$ cat src/rtl/io_pkg.sv
// Shared constants for the board I/O path: switch debouncer defaults and
// the split of the 32-bit io_data word between outputs and inputs.
package io_pkg;

  localparam int IO_SW_WIDTH     = 16;
  localparam int IO_TICK_DIV     = 50000;
  localparam int IO_STABLE_TICKS = 8;

  localparam int IO_OUT_LSB = 0;
  localparam int IO_IN_LSB  = 16;

endpackage

$ cat src/rtl/debounce_bit.sv
// One debounced input bit: two-flop synchronizer, tick-based qualification
// counter, accepted level register and registered rise/fall pulses.
module debounce_bit
  import io_pkg::*;
#(
  parameter int STABLE_TICKS = IO_STABLE_TICKS
) (
  input  logic clk,
  input  logic reset_n,
  input  logic tick,
  input  logic raw,
  output logic stable,
  output logic rise,
  output logic fall
);

  localparam int CW = $clog2(STABLE_TICKS);
  localparam logic [CW-1:0] CNT_LAST = CW'(STABLE_TICKS - 1);

  logic          s1;
  logic          s2;
  logic [CW-1:0] cnt;

  // Synchronize, then accept the new level only after enough consecutive
  // mismatching ticks; any agreement with the current level restarts the count.
  always_ff @(posedge clk) begin
    if (!reset_n) begin
      s1     <= 1'b0;
      s2     <= 1'b0;
      cnt    <= '0;
      stable <= 1'b0;
      rise   <= 1'b0;
      fall   <= 1'b0;
    end else begin
      s1   <= raw;
      s2   <= s1;
      rise <= 1'b0;
      fall <= 1'b0;
      if (s2 == stable) begin
        cnt <= '0;
      end else if (tick) begin
        if (cnt == CNT_LAST) begin
          stable <= s2;
          cnt    <= '0;
          rise   <= s2;
          fall   <= ~s2;
        end else begin
          cnt <= cnt + CW'(1);
        end
      end
    end
  end

endmodule

$ cat src/rtl/switch_debouncer.sv
// Debounces the raw board switches/buttons into clean levels, one-cycle
// edge pulses and a sticky changed flag that software acknowledges.
module switch_debouncer
  import io_pkg::*;
#(
  parameter int WIDTH        = IO_SW_WIDTH,
  parameter int TICK_DIV     = IO_TICK_DIV,
  parameter int STABLE_TICKS = IO_STABLE_TICKS
) (
  input  logic             clk,
  input  logic             reset_n,
  input  logic [WIDTH-1:0] raw_i,
  input  logic             ack_i,
  output logic [WIDTH-1:0] stable_o,
  output logic [WIDTH-1:0] rise_o,
  output logic [WIDTH-1:0] fall_o,
  output logic             changed_o
);

  localparam int PW = $clog2(TICK_DIV);
  localparam logic [PW-1:0] PRESC_LAST = PW'(TICK_DIV - 1);

  logic [PW-1:0] presc;
  logic          tick;

  assign tick = (presc == PRESC_LAST);

  // Free-running sample prescaler shared by every bit; only reset restarts it.
  always_ff @(posedge clk) begin
    if (!reset_n) begin
      presc <= '0;
    end else if (tick) begin
      presc <= '0;
    end else begin
      presc <= presc + PW'(1);
    end
  end

  for (genvar i = 0; i < WIDTH; i++) begin : g_bit
    debounce_bit #(
      .STABLE_TICKS(STABLE_TICKS)
    ) u_bit (
      .clk    (clk),
      .reset_n(reset_n),
      .tick   (tick),
      .raw    (raw_i[i]),
      .stable (stable_o[i]),
      .rise   (rise_o[i]),
      .fall   (fall_o[i])
    );
  end

  // Sticky change flag: a visible pulse sets it and beats a simultaneous ack.
  always_ff @(posedge clk) begin
    if (!reset_n) begin
      changed_o <= 1'b0;
    end else if ((|rise_o) || (|fall_o)) begin
      changed_o <= 1'b1;
    end else if (ack_i) begin
      changed_o <= 1'b0;
    end
  end

endmodule

$ cat config.mk
export PLATFORM = sky130hd
export DESIGN_NAME = switch_debouncer
export DESIGN_NICKNAME = d
export VERILOG_FILES = /design/src/rtl/io_pkg.sv /design/src/rtl/debounce_bit.sv /design/src/rtl/switch_debouncer.sv
export SDC_FILE = /design/constraint.sdc
export NUM_CORES = 1
export LEC_CHECK = 0
export CAP_MARGIN = 20
export CORE_MARGIN = 2
export CORE_UTILIZATION = 56
export DETAILED_ROUTE_END_ITERATION = 12
export MAX_ROUTING_LAYER = met4
export PLACE_DENSITY = 0.82
export SYNTH_ARGS = -nofsm -noshare
export SYNTH_HDL_FRONTEND = slang
export SYNTH_HIERARCHICAL = 1
export SYNTH_SLANG_ARGS = --single-unit
$ cat constraint.sdc
create_clock -name clk -period 2.7 [get_ports clk]
set_input_delay 0.54 -clock clk [delete_from_list [all_inputs] [get_ports clk]]
set_output_delay 0.54 -clock clk [all_outputs]
set_load 0.005 [all_outputs]
==> flow_summary_export.csv <==
group,metric,value,unit
logic_synthesis,synthDistinctLibCells,31,
sta,fmax,403,MHz
worst_setup_path,start_kind,"register",
sta,hold_slack,0.431,ns
clock_tree,ctsResizeCount,0,
logic_synthesis,seq_area_frac_synth,47.1,%
global_route,grt_busiest_layer,"met2",
clock_tree,cts.clk_slew.worst_paths,0.06,ns
drt,routedWlPerCell,15.0,um
drt,wirelength,12.0,mm
die,ios,68,
sta,finalHoldViolCount,0,
worst_setup_path,worstPathCellList,"or4b_1, or4_4, clkinv_2, buf_12, buf_4, nand3b_1, a211oi_1",
logic_synthesis,netlist_area,0.00616,mm^2
logic_synthesis,synth_top_area_share,47.1,%
clock_tree,clk_latency,0.53,ns
die,fp.dieW,109,um
place,port_buffers,67,
final_layout,area_growth,21.3,%
worst_setup_path,r2r_end,"g_bit[1].u_bit/cnt[1]",
die,floorplan.initialDensity,57.1,%
power_and_ir_drop,p_int,3.40,mW
drt,drt_pass1_iterations,4,
final_layout,final_nets,716,
power_and_ir_drop,p_leak,2.76,nW
logic_synthesis,synth-seq-cells,145,
logic_synthesis,syn_nets,641,
logic_synthesis,synthTopCellsByArea,"dfxtp_1, ha_1, xnor2_1, nor3b_1, and2_1",
clock_tree,cts.sinks,145,
worst_setup_path,r2r-start,"presc[13]",
logic_synthesis,ys_warn_count,6,
power_and_ir_drop,combinationalPowerShare,2.4,%
place,gp_congestion,0.838,
worst_setup_path,slowest_stage,"or4_4",
worst_setup_path,cp-endpoint,"g_bit[1].u_bit/cnt[1]",
sta,setup_viol,0,
final_layout,layout-drive-gt1-share,11.3,%
die,die-area,0.0119,mm^2
hold_path,hold_class,"register to register",
power_and_ir_drop,switching_power,927,uW
worst_setup_path,arrival,2.91,ns
worst_setup_path,crit_path_max_fanout,55,
drt,antenna_left,0,
sta,skew,0.0106,ns
power_and_ir_drop,swShare,21.4,%
logic_synthesis,syn_inst,573,
clock_tree,clk_root_buffer_cell,"clkbuf_8",
die,rows,38,
logic_synthesis,async_flop_share,0,%
logic_synthesis,ys.flop_type,"dfxtp_1",
final_layout,fill_cells,775,
global_route,gr-usage-met2,35.4,%
sta,tightest_slew,0.532,ns
global_route,grt_antenna_before_repair,0,
sta,drv_slew,0,
logic_synthesis,yosysTopAreaCell,"dfxtp_1",
worst_setup_path,ff2ff_path_depth,7,
global_route,grt_pass1_wl,19.8,mm
clock_tree,cts_buffer_depth,2,
global_route,grt_use_met3,7.47,%
sta,fin_crit_sh,91.8,%
final_layout,final_core_util,69.2,%
worst_setup_path,crit_path_end_kind,"register",
power_and_ir_drop,powerDensity,579,mW/mm^2
worst_setup_path,worstSetupPathType,"register to register",
clock_tree,cts_buffers,17,
worst_setup_path,cpPeakStageDelay,0.56,ns
worst_setup_path,crit_start,"presc[13]",
power_and_ir_drop,power_frac_clock,47.2,%
logic_synthesis,synth_area_per_cell,10.7,um^2
hold_path,worstHoldStart,"g_bit[5].u_bit/s1",
drt,remaining_drc_errors,0,
global_route,grt_use_total,22.3,%
drt,drtIter0Drc,259,
die,chipHeight,109,um
run,drv_cap,0,
sta,finalCriticalPeriod,2.48,ns
global_route,overflow,0,
clock_tree,cts_tree,"yes",
place,dp_hpwl,8.32,mm
global_route,grt_pass1_vias,4298,
hold_path,whs_path_depth,1,
final_layout,diodes,0,
clock_tree,cts.htree.levels,4,
power_and_ir_drop,ir_drop,0.463,mV
clock_tree,hold_buffers,0,
sta,setup_tns,0,ns
worst_setup_path,critPathTopFamily,"simple AND/OR/NAND/NOR gates",
worst_setup_path,path_buf_inv,3,
drt,num_vias,4379,
global_route,grt_max_degree,69,
global_route,use_met1,25.9,%
power_and_ir_drop,power_frac_seq,50.4,%
die,core_area,0.0108,mm^2
drt,vias_per_cell,5.47,
sta,rsz0062_at_grt,"no",
logic_synthesis,synth_edf_count,0,
worst_setup_path,rrSetupSlack,0.22,ns
clock_tree,cts_setup_buffers,0,
sta,max_slew_margin,64.2,%
worst_setup_path,crit_required,3.13,ns
worst_setup_path,path_depth,7,
outcome,outcome,"complete, no violations",
==> power by group through the flow <==
| stage | logic, mW | clock network (mW) | registers (mW) |
|---|---|---|---|
| 2_1_floorplan | 0.0529 | 0 | 2.23 |
| 3_3_place_gp | 0.0997 | 0 | 2.23 |
| 3_5_place_dp | 0.103 | 0 | 2.23 |
| 4_1_cts | 0.103 | 2.09 | 2.18 |
| 5_1_grt | 0.114 | 2.19 | 2.19 |
| 6_report | 0.103 | 2.04 | 2.18 |
==> kinds of logic after synthesis <==
logic type | share of synthesized area (%)
simple gates | 23.3
flops | 47.1
compound gates | 9.32
fa+ha+maj | 9.95
buf+inv | 3.47
xor+xnor | 4.27
mux | 2.60
==> how the worst min path moves through the flow <==
stage / end / slack, ns
5_1_grt: g_bit[6].u_bit/s2 / 0.45
4_1_cts: g_bit[5].u_bit/s2 / 0.43
2_1_floorplan: g_bit[0].u_bit/s2 / 0.41
3_5_place_dp: g_bit[5].u_bit/s2 / 0.42
3_3_place_gp: g_bit[7].u_bit/s2 / 0.42
6_report: g_bit[5].u_bit/s2 / 0.43
==> area by class of cell <==
type | count | area (um^2) | area share [%]
Sequential cell | 145 | 2900 | 38.8
Tap cell | 140 | 175 | 2.34
Multi-Input combinational cell | 390 | 3040 | 40.7
Clock inverter | 11 | 63.8 | 0.854
Inverter | 21 | 80.1 | 1.07
Timing Repair Buffer | 73 | 748 | 10.0
Clock buffer | 21 | 459 | 6.15
==> flip-flops by register name, summed over array words and instances (netlist names) <==
register and count:
presc 16, g_bit.u_bit/s2 16, changed_o 1, g_bit.u_bit/fall 16
g_bit.u_bit/s1 16, g_bit.u_bit/rise 16, g_bit.u_bit/cnt 48, g_bit.u_bit/stable 16
==> worst register-to-register path, delay by kind of cell, from the launching register on <==
kind | cells | cell delay, ns
simple gates | 3 | 1.19
flops | 1 | 0.34
buf+inv | 3 | 0.57
compound gates | 1 | 0.28
==> synth_stat cells, types with 2 or more instances <==
| cell type | number |
|---|---|
| nand4_1 | 4 |
| nor3b_1 | 32 |
| nand3_1 | 38 |
| nor2_1 | 18 |
| nor4_1 | 11 |
| inv_1 | 21 |
| dfxtp_1 | 145 |
| nand3b_1 | 16 |
| mux2i_1 | 16 |
| a211oi_2 | 16 |
| buf_4 | 16 |
| ha_1 | 49 |
| a211oi_1 | 16 |
| a21bo_2 | 16 |
| xor2_1 | 2 |
| a21oi_1 | 16 |
| and2_1 | 33 |
| or3b_1 | 16 |
| nand2b_1 | 32 |
| nand2_1 | 3 |
| xnor2_1 | 28 |
| nor3_1 | 20 |
==> metal layers <==
metal  vias up  part of all wire (%)  wire, um
met1      2094                    45      5450
li1       2174                     -         -
met4         0                   1.9       232
met3        22                   4.2       510
met2        89                    48      5820
met5         -                     0         0
==> metrics by stage <==
step	total power, mW	area (um^2)	setup slack, ns	cells
floorplan	2.28	6160	0.254	573
global placement	2.33	6950	0.347	769
detailed placement	2.33	6950	0.260	769
CTS	4.38	7470	0.247	801
global route	4.49	7470	0.110	801
finish	4.33	7470	0.221	801
==> placed cells by master (no fill, tap or decap), types with 2 or more instances in the layout <==
cell type,n
clkbuf_8,4
buf_4,3
nand4_1,4
inv_1,20
nand3b_1,16
ha_1,49
and2_1,33
a21bo_2,16
or3b_1,16
nor4_1,11
nor2_1,18
clkdlybuf4s50_1,66
buf_12,3
a211oi_1,16
mux2i_1,16
clkinv_2,9
clkinvlp_4,2
nand2b_1,32
xor2_1,2
nand3_1,38
xnor2_1,28
nor3b_1,32
dfxtp_1,145
clkbuf_16,16
nand2_1,3
a211oi_2,16
a21oi_1,16
nor3_1,20
Note: power is estimated with default switching activity, not from simulation.
